File: src/rtl/wavegen_pkg.sv
// Shared constants and state type for the waveform generator.
package wavegen_pkg;

  localparam logic [2:0] WAVE_SAW_UP   = 3'd0;
  localparam logic [2:0] WAVE_SAW_DN   = 3'd1;
  localparam logic [2:0] WAVE_TRI      = 3'd2;
  localparam logic [2:0] WAVE_SQUARE   = 3'd3;
  localparam logic [2:0] WAVE_SINE     = 3'd4;
  localparam logic [2:0] WAVE_SINE_INV = 3'd5;
  localparam logic [2:0] WAVE_MID      = 3'd6;

  localparam logic [7:0] MIDSCALE = 8'h80;
  localparam int         PERIOD   = 256;

  typedef enum logic [1:0] {
    IDLE   = 2'd0,
    RUN    = 2'd1,
    SWITCH = 2'd2
  } state_t;

endpackage

File: src/rtl/sine_quarter_rom.sv
// Quarter-wave sine table: q[i] = round(127*sin(2*pi*i/256)), i = 0..64.
module sine_quarter_rom (
  input  logic [6:0] i_idx,
  output logic [6:0] o_q
);

  always_comb begin
    o_q = 7'd0;
    case (i_idx)
      7'd0:  o_q = 7'd0;    7'd1:  o_q = 7'd3;    7'd2:  o_q = 7'd6;
      7'd3:  o_q = 7'd9;    7'd4:  o_q = 7'd12;   7'd5:  o_q = 7'd16;
      7'd6:  o_q = 7'd19;   7'd7:  o_q = 7'd22;   7'd8:  o_q = 7'd25;
      7'd9:  o_q = 7'd28;   7'd10: o_q = 7'd31;   7'd11: o_q = 7'd34;
      7'd12: o_q = 7'd37;   7'd13: o_q = 7'd40;   7'd14: o_q = 7'd43;
      7'd15: o_q = 7'd46;   7'd16: o_q = 7'd49;   7'd17: o_q = 7'd51;
      7'd18: o_q = 7'd54;   7'd19: o_q = 7'd57;   7'd20: o_q = 7'd60;
      7'd21: o_q = 7'd63;   7'd22: o_q = 7'd65;   7'd23: o_q = 7'd68;
      7'd24: o_q = 7'd71;   7'd25: o_q = 7'd73;   7'd26: o_q = 7'd76;
      7'd27: o_q = 7'd78;   7'd28: o_q = 7'd81;   7'd29: o_q = 7'd83;
      7'd30: o_q = 7'd85;   7'd31: o_q = 7'd88;   7'd32: o_q = 7'd90;
      7'd33: o_q = 7'd92;   7'd34: o_q = 7'd94;   7'd35: o_q = 7'd96;
      7'd36: o_q = 7'd98;   7'd37: o_q = 7'd100;  7'd38: o_q = 7'd102;
      7'd39: o_q = 7'd104;  7'd40: o_q = 7'd106;  7'd41: o_q = 7'd107;
      7'd42: o_q = 7'd109;  7'd43: o_q = 7'd111;  7'd44: o_q = 7'd112;
      7'd45: o_q = 7'd113;  7'd46: o_q = 7'd115;  7'd47: o_q = 7'd116;
      7'd48: o_q = 7'd117;  7'd49: o_q = 7'd118;  7'd50: o_q = 7'd120;
      7'd51: o_q = 7'd121;  7'd52: o_q = 7'd122;  7'd53: o_q = 7'd122;
      7'd54: o_q = 7'd123;  7'd55: o_q = 7'd124;  7'd56: o_q = 7'd125;
      7'd57: o_q = 7'd125;  7'd58: o_q = 7'd126;  7'd59: o_q = 7'd126;
      7'd60: o_q = 7'd126;  7'd61: o_q = 7'd127;  7'd62: o_q = 7'd127;
      7'd63: o_q = 7'd127;  7'd64: o_q = 7'd127;
      default: o_q = 7'd0;
    endcase
  end

endmodule

File: src/rtl/waveform_generator.sv
// 8-bit phase-accumulator waveform source; waveform changes commit at the period wrap.
// Optional feature macro: WAVEGEN_SINE_EN builds the sine table (codes 4/5), else they output midscale.
module waveform_generator
  import wavegen_pkg::*;
(
  input  logic       clk,
  input  logic       rst_n,
  input  logic       en,
  input  logic       restart,
  input  logic [2:0] wave_sel,
  output logic [7:0] data_out,
  output logic       valid
);

  state_t     r_state, w_nstate;
  logic [7:0] r_phase, w_nphase;
  logic [2:0] r_active, w_nactive;
  logic [7:0] r_data, w_ndata;
  logic       r_valid, w_nvalid;

  logic [2:0] w_sel;
  logic [7:0] w_p;
  logic [7:0] w_sample;

  // From IDLE the first sample uses the requested waveform at phase 0.
  assign w_sel = (r_state == IDLE) ? wave_sel : r_active;
  assign w_p   = (r_state == IDLE) ? 8'd0 : r_phase;

`ifdef WAVEGEN_SINE_EN
  logic [6:0] w_half, w_sidx, w_q;
  logic [7:0] w_sine;

  assign w_half = w_p[6:0];
  // Second quarter mirrors the first: 128-h folds to -h in 7 bits.
  assign w_sidx = (w_half > 7'd64) ? (7'd0 - w_half) : w_half;
  assign w_sine = w_p[7] ? (MIDSCALE - {1'b0, w_q}) : (MIDSCALE + {1'b0, w_q});

  sine_quarter_rom u_rom (
    .i_idx (w_sidx),
    .o_q   (w_q)
  );
`endif

  always_comb begin
    w_sample = MIDSCALE;
    case (w_sel)
      WAVE_SAW_UP: w_sample = w_p;
      WAVE_SAW_DN: w_sample = ~w_p;
      WAVE_TRI:    w_sample = w_p[7] ? {~w_p[6:0], 1'b0} : {w_p[6:0], 1'b0};
      WAVE_SQUARE: w_sample = w_p[7] ? 8'h00 : 8'hFF;
`ifdef WAVEGEN_SINE_EN
      WAVE_SINE:     w_sample = w_sine;
      WAVE_SINE_INV: w_sample = ~w_sine;
`endif
      default:     w_sample = MIDSCALE;
    endcase
  end

  always_comb begin
    w_nstate  = r_state;
    w_nphase  = r_phase;
    w_nactive = r_active;
    w_ndata   = r_data;
    w_nvalid  = 1'b0;
    if (restart) begin
      w_nphase = 8'd0;
      w_nstate = IDLE;
    end else begin
      case (r_state)
        IDLE: begin
          if (en) begin
            w_nactive = wave_sel;
            w_ndata   = w_sample;
            w_nvalid  = 1'b1;
            w_nphase  = 8'd1;
            w_nstate  = RUN;
          end
        end
        RUN: begin
          if (en) begin
            w_ndata  = w_sample;
            w_nvalid = 1'b1;
            w_nphase = r_phase + 8'd1;
          end
          if (wave_sel != r_active) w_nstate = SWITCH;
        end
        SWITCH: begin
          if (en) begin
            w_ndata  = w_sample;
            w_nvalid = 1'b1;
            w_nphase = r_phase + 8'd1;
          end
          // Commit on the last sample of the period so p=0 uses the new waveform.
          if (en && r_phase == 8'hFF) begin
            w_nactive = wave_sel;
            w_nstate  = RUN;
          end else if (wave_sel == r_active) begin
            w_nstate = RUN;
          end
        end
        default: w_nstate = IDLE;
      endcase
    end
  end

  always_ff @(posedge clk or negedge rst_n) begin
    if (!rst_n) begin
      r_state  <= IDLE;
      r_phase  <= 8'd0;
      r_active <= 3'd0;
      r_data   <= MIDSCALE;
      r_valid  <= 1'b0;
    end else begin
      r_state  <= w_nstate;
      r_phase  <= w_nphase;
      r_active <= w_nactive;
      r_data   <= w_ndata;
      r_valid  <= w_nvalid;
    end
  end

  assign data_out = r_data;
  assign valid    = r_valid;

endmodule

File: config.mk
export PLATFORM = sky130hd
export DESIGN_NAME = waveform_generator
export DESIGN_NICKNAME = d
export VERILOG_FILES = /design/src/rtl/wavegen_pkg.sv /design/src/rtl/sine_quarter_rom.sv /design/src/rtl/waveform_generator.sv
export SDC_FILE = /design/constraint.sdc
export NUM_CORES = 1
export LEC_CHECK = 0
export CORE_MARGIN = 3
export CORE_UTILIZATION = 60
export DETAILED_ROUTE_END_ITERATION = 10
export HOLD_SLACK_MARGIN = 0.03
export PLACE_DENSITY = 0.84
export SLEW_MARGIN = 20
export SYNTH_ARGS = -nofsm -noshare
export SYNTH_HDL_FRONTEND = slang
export SYNTH_SLANG_ARGS = --single-unit
File: constraint.sdc
create_clock -name clk -period 3.8 [get_ports clk]
set_input_delay 0.76 -clock clk [delete_from_list [all_inputs] [get_ports clk]]
set_output_delay 0.76 -clock clk [all_outputs]
set_load 0.02 [all_outputs]
### After elaboration in Yosys (flattened, before gate mapping)

Cells that the tools add are included.

| storage, ports and cells | value |
|---|---|
| register bits | 22 |
| bits of input ports | 7 |
| logic and storage cells | 55 |
| output and inout port bits | 9 |

| cells by class | value |
|---|---|
| equal/unequal tests | 14 |
| reduce and logical (&&, ||, !) cells | 11 |
| mux-type cells | 21 |
| bitwise gates (word level) | 3 |
| $add $sub $neg | 1 |

Operator list:

| cell | count |
|---|---|
| 8-bit 2-to-1 mux | 6 |
| 8-bit case mux with 4 select lines | 1 |
| 8-bit case mux with 2 select lines | 1 |
| 2-bit 2-to-1 mux | 5 |
| 3-bit 2-to-1 mux | 3 |
| 3-bit AND reduction | 3 |
| 8-bit by 1-bit adder with 8-bit output (second input constant) | 1 |
| 8-bit equality test (second input constant) | 1 |
| 8-bit NOT | 1 |
| 7-bit NOT | 1 |
| 3-bit by 2-bit equality test with 1-bit output (second input constant) | 2 |
| 3-bit != test (second input constant) | 2 |
| 2-bit case mux with 3 select lines | 1 |
| 3-bit case mux with 2 select lines | 1 |
| 2-bit != test (second input constant) | 2 |
| 4-bit != test (second input constant) | 1 |
| 4-bit AND reduction | 1 |
| 3-bit by 1-bit equality test with 1-bit output (second input constant) | 1 |
| 3-bit equality test | 1 |
| 3-bit logical NOT | 1 |
| 1-bit 2-to-1 mux | 3 |
| 3-bit by 1-bit != test with 1-bit output (second input constant) | 1 |
| 3-bit != test | 1 |
| 3-bit nonzero test | 1 |
| 8 further kinds | 8 |

### Depth between registers and ports, before layout

| depth | value |
|---|---|
| word-level depth | 5 |
| depth in mapped cells | 7 |
| mapped depth without buffers | 6 |

### Least setup slack after synthesis

Ideal clock, no wire load.

| timing path | value |
|---|---|
| path type | in2reg |
| from | input en |
| to | register r_active[0] |
| setup time | 125 ps |
| stages on the path | 4 |
| data required time | 3675 ps |
| path buffers | 0 |
| arrival time | 1857 ps |
| path slack | 1818 ps |
| path through | nand4_1 -> o21a_1 -> or4_4 -> mux2_4 |

| between the ends | value |
|---|---|
| cells in the longest elaborated chain, start to end | 3 |
| elaborated cells on any way between the ends | 4 |

RTL lines:

| item | line | RTL |
|---|---|---|
| from (decl) | waveform_generator.sv:8 | `input logic en,` |
| 1-bit logical AND | waveform_generator.sv:94 | `if (en && r_phase == 8'hFF) begin` |
| 2-bit != test (no source line) | -- |  |
| 4-bit AND reduction (no source line) * | -- |  |
| to (signal assigned) | waveform_generator.sv:116 | `r_active <= w_nactive;` |
| to (decl) | waveform_generator.sv:17 | `logic [2:0] r_active, w_nactive;` |

Every way passes the cells marked *; elsewhere a longest branch is shown, timed or not.
A chain may end at the register's enable or synchronous reset.

### Worst setup path in the final report

Same ends and word-level chain as after synthesis.

==> run metrics <==
Hold Path End=data_out[7]$_DFFE_PN1P_; Clock Pin Slew Worst Setup and Hold Paths=0.13 ns; CP endpoint kind=register; kind of critical path=in2reg; fmax=431 MHz; CP startpoint kind=primary input; Area growth syn-to-layout=11.2%; vias per inst=6.02; endpoints failing hold=0; final setup TNS=0 ns; Filler cells=between 150 and 200; static leakage=0.000713 uW; Top Ports=16; Fin Clk Skew=about 0.011 ns; post_cts resized=0; footprint of the multi-input gates=between 700 and 800 um2; max-slew violations=0; status=finished clean; crit-path cells=clkdlybuf4s50_1 -> nand4_1 -> o21a_1 -> or4_4 -> mux2_4; Tot GR Track Use=between 20% and 30%; Core Area=0.00225 mm2; Mapped Nets=approximately 160; Clock Tree Root=clkbuf_4; Nets=between 150 and 200; Hold Buf Count CTS=0; Crit-path slowest cell=clkdlybuf4s50_1; period utilization=61.0%; worst-path maximum fanout=6; Critical Path AT=~2.5 ns; WL per Instance=roughly 15 um; die footprint=slightly above 0.003 mm2; final setup fails=0; register bit total from synthesis=22; DRC errors left=0; Slew @ Worst Pin=0.983 ns; Synth cell types=between 40 and 50; Hold Path Origin=data_out[7]$_DFFE_PN1P_; min-delay worst type=reg2reg; synthesized area=about 0.0014 mm2; max_cap viols=0; Post-Syn Instances=148; placer congestion estimate=roughly 0.8; H-tree Lvls=1; post-synthesis sequential area ratio=about two fifths; die height=55.1 um; slowest stage delay, CP=~0.56 ns; Max IR drop VDD=around 0.00044 V; hpwl dp=between 2000 and 2500 um; PwrDens=between 600 and 700 mW/mm2; vias in the first global route=around 1000; post-CTS setup buffer count=0; pin count of the biggest net entering global routing=23; First DRT Iteration DRCs=14; total grt overflow=0; syn_area_per_cell=~10 um2; clock buffer depth=2; Rel. slew slack=between 30% and 40%; final instance area=0.00161 mm2; Die Wd=55.1 um; WHS Path Cells=2; first-pass GRT wire length=4640 um; RSZ-0062 raised after global routing=false; proportion of layout cells with a drive suffix above 1=a little under a tenth; Reg2Reg Depth=5; CTS tree=built; min cycle time layout=roughly 2.3 ns; register area=552 um2; final hold slack=0.494 ns; clock buffers created by TritonCTS=3; Routed Antenna Nets=0; CTS sink count=22; # rows=17; synth warn=0; initial antenna violation count=0; Placed Area=roughly 0.0016 mm2; reg2reg start=r_phase[0]$_DFFE_PN0P_; Starting Density=between 60% and 70%; FF-to-FF End=r_active[0]$_DFFE_PN0P_; Worst EP required=4.02 ns; Via Count=1114; Antenna diodes=0; # port buffers=15; worst-skew pair later-pin latency=roughly 0.32 ns; Detailed Route WL=about 2800 um; Initial DRT Pass Iterations=5; worst reg2reg setup slack=roughly 1.7 ns
power by group:
group          switching (uW)  internal [uW]
combinational             256            266
clock                    75.6            107
sequential               98.3            301
cells in the mapped netlist:
cell | n | area share (%)
and2b_2 | 1 | 0.60
or4_4 | 1 | 0.78
mux2_2 | 1 | 0.78
and2_1 | 1 | 0.43
dfstp_2 | 1 | 1.8
mux2i_1 | 2 | 1.4
nand4_1 | 2 | 0.86
o211ai_1 | 1 | 0.52
nand4_2 | 1 | 0.86
clkbuf_4 | 1 | 0.52
o31ai_1 | 4 | 2.1
xor2_1 | 12 | 7.3
a211oi_1 | 6 | 3.1
mux2_4 | 3 | 3.1
xnor2_1 | 4 | 2.4
ha_1 | 6 | 5.2
nor2_1 | 19 | 4.9
clkbuf_8 | 1 | 0.95
or2_2 | 2 | 0.86
clkbuf_1 | 4 | 1.0
buf_6 | 3 | 2.3
a41oi_1 | 3 | 1.8
a311oi_1 | 1 | 0.60
nor2b_1 | 1 | 0.43
and3_1 | 1 | 0.43
inv_1 | 4 | 1.0
o221ai_1 | 1 | 0.60
dfrtp_1 | 21 | 36
and3b_1 | 1 | 0.60
o21a_1 | 3 | 1.6
nor3b_1 | 2 | 1.0
nand2_1 | 4 | 1.0
nand3b_1 | 1 | 0.52
a21oi_1 | 3 | 1.0
o21ai_0 | 10 | 3.5
nand3_1 | 3 | 1.0
buf_2 | 1 | 0.35
a21boi_0 | 1 | 0.52
o22a_1 | 6 | 3.6
buf_4 | 1 | 0.52
nand2b_1 | 4 | 1.7
cells in the final DEF, fill, tap and decap left out, drive strengths merged, types with 2 or more instances in the layout:
| master | netlist | routed |
|---|---|---|
| nor3b | 2 | 2 |
| nor2 | 19 | 19 |
| a41oi | 3 | 3 |
| clkdlybuf4s50 | 0 | 15 |
| dfrtp | 21 | 21 |
| nand4 | 3 | 3 |
| mux2 | 4 | 4 |
| nand2b | 4 | 4 |
| inv | 4 | 4 |
| or2 | 2 | 2 |
| a21oi | 3 | 3 |
| nand2 | 4 | 4 |
| o21ai | 10 | 10 |
| nand3 | 3 | 3 |
| ha | 6 | 6 |
| clkbuf | 6 | 3 |
| o31ai | 4 | 4 |
| a211oi | 6 | 6 |
| o22a | 6 | 6 |
| o21a | 3 | 3 |
| xnor2 | 4 | 4 |
| mux2i | 2 | 2 |
| xor2 | 12 | 12 |
per-stage QoR:
| step | setup WS [ns] | cells | utilization [%] | power (uW) |
|---|---|---|---|---|
| 6_report | 1.48 | 185 | 71.5 | 1100 |
| 5_1_grt | 1.44 | 185 | 71.5 | 1190 |
| 4_1_cts | 1.50 | 185 | 71.5 | 1110 |
| 3_5_place_dp | 1.14 | 181 | 69.1 | 929 |
| 3_3_place_gp | 1.20 | 181 | 69.1 | 896 |
| 2_1_floorplan | 1.82 | 148 | - | 810 |
kinds of logic after synthesis:
group,share of synthesized area (%)
AOI/OAI and AO/OA,18.9
xor gates and xnor gates,9.67
adders and majority gates,5.18
buffers and inverters,6.73
DFF,38.1
muxes,5.27
and+or+nand+nor,16.1
cell type report:
cell class	instances	area share, %
repair buffers	16	9.78
inverters	4	0.932
flip-flops and latches	22	34.2
multi-input cells	111	49.6
clock buffers	3	1.40
well taps	28	2.17
clock inverters	1	1.86
worst max path at each step:
stage	startpoint	to	slack (ns)	cells after the start
floorplan	en	r_active[0]$_DFFE_PN0P_	1.82	4
global placement	en	r_active[1]$_DFFE_PN0P_	1.20	5
detailed placement	en	r_active[0]$_DFFE_PN0P_	1.14	5
CTS	en	r_active[0]$_DFFE_PN0P_	1.50	5
global route	en	r_active[0]$_DFFE_PN0P_	1.44	5
finish	en	r_active[0]$_DFFE_PN0P_	1.48	5
flip-flops by register name (all words and copies together), names as in the netlist:
signal    flops
r_active      3
r_phase       8
r_state       2
valid         1
data_out      8
worst max-delay path, delay by kind of cell:
| family | cells | cell delay, ns |
|---|---|---|
| compound gates | 1 | 0.21 |
| buf+inv | 1 | 0.56 |
| mux | 1 | 0.32 |
| simple gates | 2 | 0.67 |
routing by layer:
layer | up-vias | track usage, % | share of wire, %
met1 | 531 | 27.0 | 42
met2 | 33 | 36.4 | 52
met3 | 6 | 2.41 | 4.2
met5 | - | 0 | 0
li1 | 544 | - | -
met4 | 0 | 10.5 | 1.9
Note: power is estimated with default switching activity, not from simulation.
